`src/rtl/multicycle_ctrl_pkg.sv`:
```
// rtl/multicycle_ctrl_pkg.sv - encodings, opcodes and state codes for the multi-cycle MIPS controller
package multicycle_ctrl_pkg;

  localparam logic [1:0] ALU_ADD = 2'b00;
  localparam logic [1:0] ALU_SUB = 2'b01;
  localparam logic [1:0] ALU_AND = 2'b10;
  localparam logic [1:0] ALU_OR  = 2'b11;

  localparam logic [1:0] NPC_PLUS4  = 2'b00;
  localparam logic [1:0] NPC_BRANCH = 2'b01;
  localparam logic [1:0] NPC_JUMP   = 2'b10;

  localparam logic [1:0] EXT_ZERO   = 2'b00;
  localparam logic [1:0] EXT_SIGNED = 2'b01;

  localparam logic [5:0] OP_RTYPE = 6'b000000;
  localparam logic [5:0] OP_ADDIU = 6'b001001;
  localparam logic [5:0] OP_ORI   = 6'b001101;
  localparam logic [5:0] OP_LW    = 6'b100011;
  localparam logic [5:0] OP_SW    = 6'b101011;
  localparam logic [5:0] OP_BEQ   = 6'b000100;
  localparam logic [5:0] OP_J     = 6'b000010;

  localparam logic [5:0] FUNCT_ADDU = 6'b100001;
  localparam logic [5:0] FUNCT_SUBU = 6'b100011;
  localparam logic [5:0] FUNCT_AND  = 6'b100100;
  localparam logic [5:0] FUNCT_OR   = 6'b100101;

  typedef enum logic [3:0] {
    S_FETCH  = 4'd0,
    S_DCD    = 4'd1,
    S_EXE_R  = 4'd2,
    S_EXE_I  = 4'd3,
    S_WB_ALU = 4'd4,
    S_MADR   = 4'd5,
    S_MRD    = 4'd6,
    S_WB_MEM = 4'd7,
    S_MWR    = 4'd8,
    S_BR     = 4'd9,
    S_JMP    = 4'd10
  } state_t;

  function automatic logic funct_supported(input logic [5:0] funct);
    return (funct == FUNCT_ADDU) || (funct == FUNCT_SUBU) ||
           (funct == FUNCT_AND)  || (funct == FUNCT_OR);
  endfunction

  function automatic logic instr_supported(input logic [5:0] op, input logic [5:0] funct);
    logic ok;
    case (op)
      OP_RTYPE:                        ok = funct_supported(funct);
      OP_ADDIU, OP_ORI, OP_LW, OP_SW,
      OP_BEQ, OP_J:                    ok = 1'b1;
      default:                         ok = 1'b0;
    endcase
    return ok;
  endfunction

endpackage

```
`src/rtl/multicycle_ctrl_alu_dec.sv`:
```
// rtl/multicycle_ctrl_alu_dec.sv - combinational Op/Funct to ALU operation and immediate extension mode
module multicycle_ctrl_alu_dec
  import multicycle_ctrl_pkg::*;
(
  input  logic [5:0] op,
  input  logic [5:0] funct,
  output logic [1:0] alu_op,
  output logic [1:0] ext_op
);

  always_comb begin
    alu_op = ALU_ADD;
    ext_op = EXT_ZERO;
    case (op)
      OP_RTYPE: begin
        case (funct)
          FUNCT_SUBU: alu_op = ALU_SUB;
          FUNCT_AND:  alu_op = ALU_AND;
          FUNCT_OR:   alu_op = ALU_OR;
          default:    alu_op = ALU_ADD;
        endcase
      end
      OP_ADDIU, OP_LW, OP_SW: begin
        alu_op = ALU_ADD;
        ext_op = EXT_SIGNED;
      end
      OP_ORI: begin
        alu_op = ALU_OR;
        ext_op = EXT_ZERO;
      end
      // beq compares by subtraction; the branch offset is extended inside the NPC unit
      OP_BEQ:  alu_op = ALU_SUB;
      default: ;
    endcase
  end

endmodule

```
`src/rtl/multicycle_ctrl.sv`:
```
// rtl/multicycle_ctrl.sv - multi-cycle MIPS main controller driving all datapath control inputs
module multicycle_ctrl
  import multicycle_ctrl_pkg::*;
(
  input  logic       clk,
  input  logic       rst,
  input  logic [5:0] Op,
  input  logic [5:0] Funct,
  input  logic       Zero,
  output logic       PCWr,
  output logic       IRWr,
  output logic       RFWr,
  output logic       DMWr,
  output logic [1:0] ALUOp,
  output logic [1:0] NPCOp,
  output logic [1:0] EXTOp,
  output logic       BSel,
  output logic       WRSel,
  output logic       WDSel,
  output logic       instr_done,
  output logic       illegal
);

  state_t     state;
  state_t     state_next;
  logic [1:0] dec_alu;
  logic [1:0] dec_ext;

  multicycle_ctrl_alu_dec u_alu_dec (
    .op     (Op),
    .funct  (Funct),
    .alu_op (dec_alu),
    .ext_op (dec_ext)
  );

  always_ff @(posedge clk) begin
    if (rst) state <= S_FETCH;
    else     state <= state_next;
  end

  always_comb begin
    state_next = S_FETCH;
    case (state)
      S_FETCH: state_next = S_DCD;
      S_DCD: begin
        if (!instr_supported(Op, Funct)) state_next = S_FETCH;
        else begin
          case (Op)
            OP_RTYPE:         state_next = S_EXE_R;
            OP_ADDIU, OP_ORI: state_next = S_EXE_I;
            OP_LW, OP_SW:     state_next = S_MADR;
            OP_BEQ:           state_next = S_BR;
            OP_J:             state_next = S_JMP;
            default:          state_next = S_FETCH;
          endcase
        end
      end
      S_EXE_R, S_EXE_I: state_next = S_WB_ALU;
      S_MADR:           state_next = (Op == OP_LW) ? S_MRD : S_MWR;
      S_MRD:            state_next = S_WB_MEM;
      default:          state_next = S_FETCH;
    endcase
  end

  // Outputs follow state and the held IR fields; reset masks them so no partial write lands
  always_comb begin
    PCWr       = 1'b0;
    IRWr       = 1'b0;
    RFWr       = 1'b0;
    DMWr       = 1'b0;
    ALUOp      = ALU_ADD;
    NPCOp      = NPC_PLUS4;
    EXTOp      = EXT_ZERO;
    BSel       = 1'b0;
    WRSel      = 1'b0;
    WDSel      = 1'b0;
    instr_done = 1'b0;
    illegal    = 1'b0;
    if (!rst) begin
      case (state)
        S_FETCH: begin
          IRWr  = 1'b1;
          PCWr  = 1'b1;
          NPCOp = NPC_PLUS4;
        end
        S_DCD: illegal = !instr_supported(Op, Funct);
        S_EXE_R: begin
          BSel  = 1'b0;
          ALUOp = dec_alu;
        end
        S_EXE_I: begin
          BSel  = 1'b1;
          ALUOp = dec_alu;
          EXTOp = dec_ext;
        end
        S_WB_ALU: begin
          RFWr       = 1'b1;
          WDSel      = 1'b0;
          WRSel      = (Op == OP_RTYPE);
          BSel       = (Op != OP_RTYPE);
          ALUOp      = dec_alu;
          EXTOp      = dec_ext;
          instr_done = 1'b1;
        end
        S_MADR, S_MRD: begin
          BSel  = 1'b1;
          ALUOp = ALU_ADD;
          EXTOp = EXT_SIGNED;
        end
        S_WB_MEM: begin
          RFWr       = 1'b1;
          WDSel      = 1'b1;
          WRSel      = 1'b0;
          instr_done = 1'b1;
        end
        S_MWR: begin
          DMWr       = 1'b1;
          BSel       = 1'b1;
          ALUOp      = ALU_ADD;
          EXTOp      = EXT_SIGNED;
          instr_done = 1'b1;
        end
        S_BR: begin
          BSel       = 1'b0;
          ALUOp      = ALU_SUB;
          NPCOp      = NPC_BRANCH;
          PCWr       = Zero;
          instr_done = 1'b1;
        end
        S_JMP: begin
          PCWr       = 1'b1;
          NPCOp      = NPC_JUMP;
          instr_done = 1'b1;
        end
        default: ;
      endcase
    end
  end

endmodule

```
`config.mk`:
```
export PLATFORM = sky130hd
export DESIGN_NAME = multicycle_ctrl
export DESIGN_NICKNAME = d
export VERILOG_FILES = /design/src/rtl/multicycle_ctrl_pkg.sv /design/src/rtl/multicycle_ctrl_alu_dec.sv /design/src/rtl/multicycle_ctrl.sv
export SDC_FILE = /design/constraint.sdc
export NUM_CORES = 1
export LEC_CHECK = 0
export BUFFER_PORTS_ARGS = -buffer_cell sky130_fd_sc_hd__buf_4
export CORE_MARGIN = 1.5
export CORE_UTILIZATION = 34
export DETAILED_ROUTE_END_ITERATION = 7
export SYNTH_ARGS = -nofsm -noshare
export SYNTH_HDL_FRONTEND = slang
export SYNTH_SLANG_ARGS = --single-unit
```
`constraint.sdc`:
```
create_clock -name clk -period 1.1 [get_ports clk]
set_input_delay 0 -clock clk [delete_from_list [all_inputs] [get_ports clk]]
set_output_delay 0 -clock clk [all_outputs]
set_load 0.01 [all_outputs]
```
Yosys cells after proc, flatten, opt, wreduce, memory -nomap -nowiden
Cells that the tools add are included.
{ "totals": {"ram_bits": 0, "romBits": 0, "n_memories": 0, "latch_bits": 0, "register_bits": 4, "word_cells": 74} }
{ "classes": {"eq_ne": 20, "muxes": 34, "n_div": 0, "reduce_logical": 19, "add_sub_neg": 0, "shifts": 0, "n_mul": 0, "n_bitwise": 0, "order_cmp": 0} }
{ "op_table": {"columns": ["cell", "n"], "rows": [
  ["case mux 4 bit (5 select lines)", 2],
  ["equality test 6 bit, second input constant", 6],
  ["2-to-1 mux 1 bit", 19],
  ["equality test 4 x 3 -> 1 bit, second input constant", 4],
  ["equality test 4 bit, second input constant", 3],
  ["equality test 6 x 4 -> 1 bit, second input constant", 2],
  ["case mux 2 bit (2 select lines)", 3],
  ["case mux 2 bit (3 select lines)", 2],
  ["OR reduction 2 bit", 6],
  ["OR reduction 3 bit", 3],
  ["equality test 4 x 2 -> 1 bit, second input constant", 2],
  ["2-to-1 mux 4 bit", 2],
  ["equality test 6 x 2 -> 1 bit, second input constant", 1],
  ["equality test 6 x 3 -> 1 bit, second input constant", 1],
  ["logical NOT 6 bit", 1],
  ["2-to-1 mux 2 bit", 3],
  ["case mux 1 bit (2 select lines)", 3],
  ["nonzero test 6 bit", 1],
  ["OR reduction 6 bit", 1],
  ["OR reduction 5 bit", 1],
  ["equality test 4 x 1 -> 1 bit, second input constant", 1],
  ["logical NOT 4 bit", 1],
  ["OR reduction 4 bit", 1],
  ["logical OR 1 bit", 3],
  ["logical NOT 1 bit", 1]
]} }

Logic depth before layout (Yosys ltp)
Gate-level depths: netlist (run 1).
{ "logic_depth": {"depth_word": 10, "mapped_depth": 5} }

By module
Synthesis (run 1) repeated with hierarchy kept, for this count alone.
{ "hier_totals": {"cells_unflattened": 109, "area_unflattened_um2": 676.9} }
{ "modules_own_cells": {"columns": ["module", "cells_per_inst", "area_per_inst_um2", "instances"], "rows": [
  ["multicycle_ctrl", 92, 573.0, 1],
  ["multicycle_ctrl_alu_dec", 17, 103.8, 1]
]} }

Least setup slack after synthesis (run 1)
No wires, ideal clock.
{ "synth_path": {"path_kind": "reg2out", "start": "register state[0]", "end": "output port instr_done", "setup_slack_ns": -0.166, "path_buffers": 1, "arrival_ns": 1.266, "path_stages_with_launch": 5, "path_cell_list": "dfxtp_1 > buf_4 > nor2b_1 > or4_1 > a21oi_1"} }
{ "synth_via": {"elab_chain_len": 4, "elab_cells_between_ends": 8, "classes_between": "5 x eq/ne; 2 x mux; 1 x reduce/logical"} }
{ "synth_lines": {"columns": ["item", "line", "source"], "rows": [
  ["start: declaration", "multicycle_ctrl.sv:24", "state_t state;"],
  ["start signal: assignment", "multicycle_ctrl.sv:38", "else state <= state_next;"],
  ["equality test 4 bit or equality test 4 x 3 -> 1 bit (tied branches)", "multicycle_ctrl.sv:80", "case (state)"],
  ["OR reduction 5 bit (no line) *", null, null],
  ["2-to-1 mux 1 bit *", "multicycle_ctrl.sv:80", null],
  ["2-to-1 mux 1 bit *", "multicycle_ctrl.sv:79", "if (!rst) begin"],
  ["end: declaration", "multicycle_ctrl.sv:20", "output logic instr_done,"]
]} }
Mark *: on every way between the ends. The rest lies on a longest branch, timed or not.

Worst setup path after layout (run 1)
Ends and elaborated chain as after synthesis.

==> flow_metrics.tcl, run 1 <==
set metrics [dict create \
    hold_path_class "input port to flip-flop" \
    die_w_um 47.33 \
    htreeDepth 1 \
    critPathMaxFanout 7 \
    grt_max_degree 12 \
    power.share.clock_pct 27.8 \
    ys_ff_latch 4 \
    grt_first_pass_wirelength_mm 3.836 \
    clk_pin_slew_ns 0.04 \
    synth.area.top_cells "dfxtp_1, nor2_1, a21oi_1, buf_4, nor3_1" \
    num_vias 965 \
    drt_iter0_drc 16 \
    start_util_pct 37.47 \
    cts_tree "built" \
    reg_top3 "state x4" \
    place_hpwl_mm 1.692 \
    holdWs_ns 0.1079 \
    clkLatencyLatePin_ns 0.24 \
    fin_util_pct 71.93 \
    p_int_uw 441.1 \
    cts.sinks 4 \
    synth_edf_count 0 \
    final_cell_area_um2 1282 \
    fin_crit_ns 1.472 \
    grt_pass1_vias 897 \
    area_growth_pct 91.95 \
    fin_crit_sh_pct 133.8 \
    post-synth-top-area-fraction_pct 11.99 \
    drive_gt1_share_pct 58.44 \
    ys.warnings.count 0 \
    synth.net_count 116 \
    rows 15 \
    grt_setup_unrepaired "yes" \
    place_worst_setup_slack_ns -0.2393 \
    yosys.area.top_type "dfxtp_1" \
    crit_path_end_kind "primary output" \
    switching_share_pct 33.06 \
    worstPathArrival_ns 1.47 \
    groute.usage.overall_pct 23.64 \
    root_buffer "clkbuf_4" \
    numCtsBuffers 3 \
    status "complete, but fails checks" \
    p_switching_uw 217.8 \
    max_cap_viol_count 0 \
    critical_path_required_ns 1.10 \
    die_y_um 47.33 \
    setup_viol 17 \
    fin_ws_ns -0.3715 \
    grt_antenna_before_repair 0 \
    p_comb_share_pct 48.7 \
    ctsHoldBuffers 0 \
    hold_violations 0 \
    largest_reg_flops 4 \
    synth_ff_type "dfxtp_1" \
    wl_per_cell_um 13.54 \
    gr-total-overflow 0 \
    slew_violations 0 \
    finalSetupTns_ns -3.924 \
    finClkSkew_ns 0.005652 \
    syn_area_um2 668.1 \
    die_area_um2 2240 \
    cts_buffer_depth 2 \
    yosys.cell_types.count 39 \
    drtAntennaViolNets 0 \
    syn_inst 101 \
    drt_wl_total_mm 2.423 \
    startpoint_type "flip-flop" \
    largest-register "state" \
    path_class "flip-flop to primary output" \
    power_density_nw_per_um2 513.8 \
    place.gp.congestion 0.8659 \
    n_fill_cell 147 \
    synthArstFlopShare_pct 0 \
    viasPerCell 5.391 \
    num_io_pins 30 \
    worst_ir_drop_vdd_uv 911.6 \
    port_buffers 28 \
    num_antenna_cells 0 \
    fmax_mhz 679.6 \
    fin_nets 171 \
    synth_seq_area_share_pct 11.99 \
    drc 0 \
    failed_checks "setup timing" \
    synth.avg_cell_area_um2 6.615 \
    core-area_um2 1783 \
    p_leak_nw 0.5513 \
    drt_pass1_iterations 4 \
    seqPwrFrac_pct 23.5 \
    place_area_um2 1057 \
]
==> power by group through the flow <==
stage | clock network, mW | logic (mW) | registers (mW)
2_1_floorplan | 0 | 0.139 | 0.154
3_5_place_dp | 0 | 0.257 | 0.160
6_report | 0.183 | 0.321 | 0.155
5_1_grt | 0.204 | 0.346 | 0.156
4_1_cts | 0.192 | 0.301 | 0.154
3_3_place_gp | 0 | 0.256 | 0.160
==> per-stage QoR <==
step / cells / total power, mW
after floorplan: 101 / 0.2938
after global placement: 167 / 0.4157
after detailed placement: 167 / 0.4172
after CTS: 175 / 0.6471
after global routing: 179 / 0.7058
final: 179 / 0.6590
==> cells in the final DEF, fill, tap and decap left out, drive strengths merged, types with 2 or more instances in the layout <==
cell type	netlist	layout
buf	7	57
nor2	15	15
a21oi	9	9
nand2	7	7
nor3	7	7
o21ai	6	6
inv	4	4
nand2b	4	4
dfxtp	4	4
nand3	3	3
clkbuf	0	3
or3	3	3
mux2i	2	2
a32oi	2	2
nand4	2	2
or2	2	2
nor2b	2	2
o22ai	2	2
or4	2	2
o32ai	2	2
a211oi	2	2
==> critical path, stage by stage (launching register included) <==
cell and delay (ns):
dfxtp_2 0.34, nor2b_4 0.13, or4_1 0.52, a21oi_2 0.13
buf_4 0.12
==> cell type report <==
type | instances | area, um2 | area share [%]
Inverter | 4 | 15.01 | 1.171
Multi-Input combinational cell | 86 | 661.9 | 51.61
Sequential cell | 4 | 90.09 | 7.024
Clock buffer | 3 | 22.52 | 1.756
Tap cell | 25 | 31.28 | 2.439
Timing Repair Buffer | 57 | 461.7 | 36.00
==> repair_timing <==
item / in CTS / in global routing
setup buffers: 5 / 4
pin swaps: 13 / 2
resized for setup: 25 / 11
endpoints found under the setup margin: 17 / 18
==> cell families after synthesis <==
kind of cell / after synthesis / synth area share (%)
AOI/OAI and AO/OA: 28 / 26.97
muxes: 2 / 2.996
other: 1 / 0.5613
xor gates and xnor gates: 2 / 2.622
buffers and inverters: 11 / 10.67
and+or+nand+nor: 53 / 44.19
DFF: 4 / 11.99
==> metal layers <==
layer / vias up / GRT usage (%) / wire, um
met5: - / 0 / 0
met4: 0 / 2.778 / 31
li1: 480 / - / -
met3: 4 / 6.154 / 125
met2: 40 / 42.70 / 1229
met1: 441 / 28.64 / 1036
==> path summary, 6_finish.rpt <==
check	slack, ns	cells after the start	startpoint	end
setup / recovery	-0.37	4	state[0]	instr_done
hold / removal	0.11	4	Op[4]	state[1]
setup reg to reg	-0.23	7	state[1]	state[1]
hold reg to reg	0.72	3	state[1]	state[2]
==> cells in the mapped netlist, types with 2 or more instances <==
library cell,number
a211oi_1,2
a21oi_1,9
a32oi_1,2
buf_4,6
dfxtp_1,4
inv_1,3
mux2i_1,2
nand2_1,7
nand2b_1,4
nand3_1,3
nand4_1,2
nor2_1,15
nor2b_1,2
nor3_1,7
o21ai_0,4
o21ai_1,2
o22ai_1,2
o32ai_1,2
or2_1,2
or3_1,2
(Power assumes the default switching activity.)
==> run 2, diff against run 1 <==
==> constraint.sdc (replaced) <==
create_clock -name clk -period 1.1 [get_ports clk]
set_input_delay 0 -clock clk [delete_from_list [all_inputs] [get_ports clk]]
set_output_delay 0 -clock clk [all_outputs]
set_load 0.005 [all_outputs]
==> run 2 against run 1 <==
  * The flow still finishes with violations (setup timing)
  * Sequential power barely moved
  * Global-route usage fell by 1.3 points
  * First-iteration DRC count rose by 25%
  * Power rose by 4.9%
  * Die area did not move
  * Worst setup slack improved by 0.031 ns
  * Fmax rose by 2.2%
  * Clock power rose by 4%
  * Cell count did not move
  * Hold slack got worse by 0.015 ns
  * Design area rose by 3.3%
  * Critical endpoint unchanged
  * Largest cell class unchanged
==> flow_metrics.tcl, run 2 (synthesis gave the netlist of run 1 again) <==
set metrics [dict create \
    drt_iter0_drc 20 \
    startpoint_type "flip-flop" \
    num_antenna_cells 0 \
    die_area_um2 2240 \
    grt_first_pass_wirelength_mm 3.484 \
    finClkSkew_ns 0.006316 \
    gr-total-overflow 0 \
    worst_ir_drop_vdd_uv 591.2 \
    final_cell_area_um2 1325 \
    critPathSlowestCell "or4_4" \
    rows 15 \
    num_io_pins 30 \
    drive_gt1_share_pct 65.58 \
    numCtsBuffers 3 \
    place_area_um2 999.7 \
    critical_path_required_ns 1.10 \
    fin_crit_ns 1.440 \
    wl_per_cell_um 14.52 \
    drc 0 \
    cts.sinks 4 \
    power_density_nw_per_um2 521.8 \
    setup_viol 16 \
    start_util_pct 37.47 \
    cpPeakStageDelay_ns 0.47 \
    path_buf_inv 1 \
    reg_top3 "state x4" \
    fmax_mhz 694.3 \
    path_class "flip-flop to primary output" \
    cts_buffer_depth 2 \
    num_vias 992 \
    slew_violations 0 \
    clkLatencyLatePin_ns 0.25 \
    viasPerCell 5.542 \
    fin_crit_sh_pct 130.9 \
    path_cells "nor2b_4, or4_4, a21oi_2, buf_4" \
    root_buffer "clkbuf_4" \
    clk_pin_slew_ns 0.04 \
    p_leak_nw 0.5588 \
    largest_reg_flops 4 \
    grt_setup_unrepaired "yes" \
    grt_antenna_before_repair 0 \
    die_w_um 47.33 \
    critPathTopFamily "simple AND/OR/NAND/NOR gates" \
    cts_tree "built" \
    failed_checks "setup timing" \
    drt_pass1_iterations 4 \
    worstPathArrival_ns 1.44 \
    final_common_cell "buf_4" \
    fin_nets 171 \
    htreeDepth 1 \
    ctsHoldBuffers 0 \
    max_cap_viol_count 0 \
    place.gp.congestion 0.8530 \
    hold_violations 0 \
    area_growth_pct 98.31 \
    final_cell_mix "buf_4, buf_6, nor2_1" \
    status "complete, but fails checks" \
    port_buffers 28 \
    n_fill_cell 141 \
    groute.usage.overall_pct 22.34 \
    die_y_um 47.33 \
    fin_ws_ns -0.3403 \
    critPathMaxFanout 4 \
    crit_path_end_kind "primary output" \
    place_hpwl_mm 1.667 \
    drt_wl_total_mm 2.599 \
    hold_path_class "input port to flip-flop" \
    core-area_um2 1783 \
    grt_pass1_vias 850 \
    grt_max_degree 12 \
    fin_cells 179 \
    placed_cells 163 \
    drtAntennaViolNets 0 \
    largest-register "state" \
]
run 2: timing repair:
action / CTS / global route
buffers inserted: 8 / 5
pin swaps: 15 / 14
hold endpoints to repair: 0 / 0
endpoints found under the setup margin: 18 / 18
cloned: 0 / 0
gates resized for setup: 28 / 24
run 2: final timing paths:
check,cells past startpoint,slack (ns),to,startpoint
hold reg to reg,3,0.69,state[2],state[1]
hold / removal,4,0.09,state[1],Op[4]
setup / recovery,4,-0.34,instr_done,state[0]
setup reg to reg,6,-0.10,state[1],state[1]
run 2: power breakdown:
group | internal (mW) | total, mW | switching [mW] | leakage [nW]
clock | 0.123 | 0.191 | 0.0688 | 0.0138
sequential | 0.146 | 0.154 | 0.00743 | 0.0352
combinational | 0.189 | 0.346 | 0.158 | 0.510
run 2: metrics by stage:
stage | setup WS (ns) | total power, mW | setup TNS [ns] | hold WS, ns | util, %
after detailed placement | -0.2007 | 0.3950 | -1.651 | 0.2752 | 56.07
after CTS | -0.3678 | 0.6474 | -2.896 | 0.09026 | 67.02
after global placement | -0.1870 | 0.3938 | -1.611 | 0.2756 | 56.07
after global routing | -0.3807 | 0.7289 | -3.736 | 0.1095 | 74.32
after floorplan | -0.07573 | 0.2851 | -0.1174 | 0.01808 | -
final | -0.3403 | 0.6914 | -2.982 | 0.09283 | 74.32
run 2: worst register-to-register path, cell delays in order (launching register included):
cell      delay (ns)
dfxtp_4         0.37
buf_4           0.16
nand2b_4        0.17
nor3_4          0.13
buf_4           0.13
nand3_1         0.06
o22ai_1         0.11
run 2: final cells by class:
cell class | instances | area (um2) | area share, %
multi-input combinational | 86 | 696.9 | 52.60
timing repair buffer | 57 | 466.7 | 35.22
sequential | 4 | 92.59 | 6.988
tap | 25 | 31.28 | 2.361
clock buffer | 3 | 22.52 | 1.700
inverter | 4 | 15.01 | 1.133
run 2: per-layer routing:
metal / global-route usage (%) / wire length, um / part of all wire (%) / vias to the layer above
met3: 5.769 / 143 / 5.5 / 4
met4: 8.333 / 31 / 1.2 / 0
met1: 25.97 / 1103 / 42 / 469
li1: - / - / - / 479
met5: 0 / 0 / 0 / -
met2: 38.92 / 1321 / 51 / 40
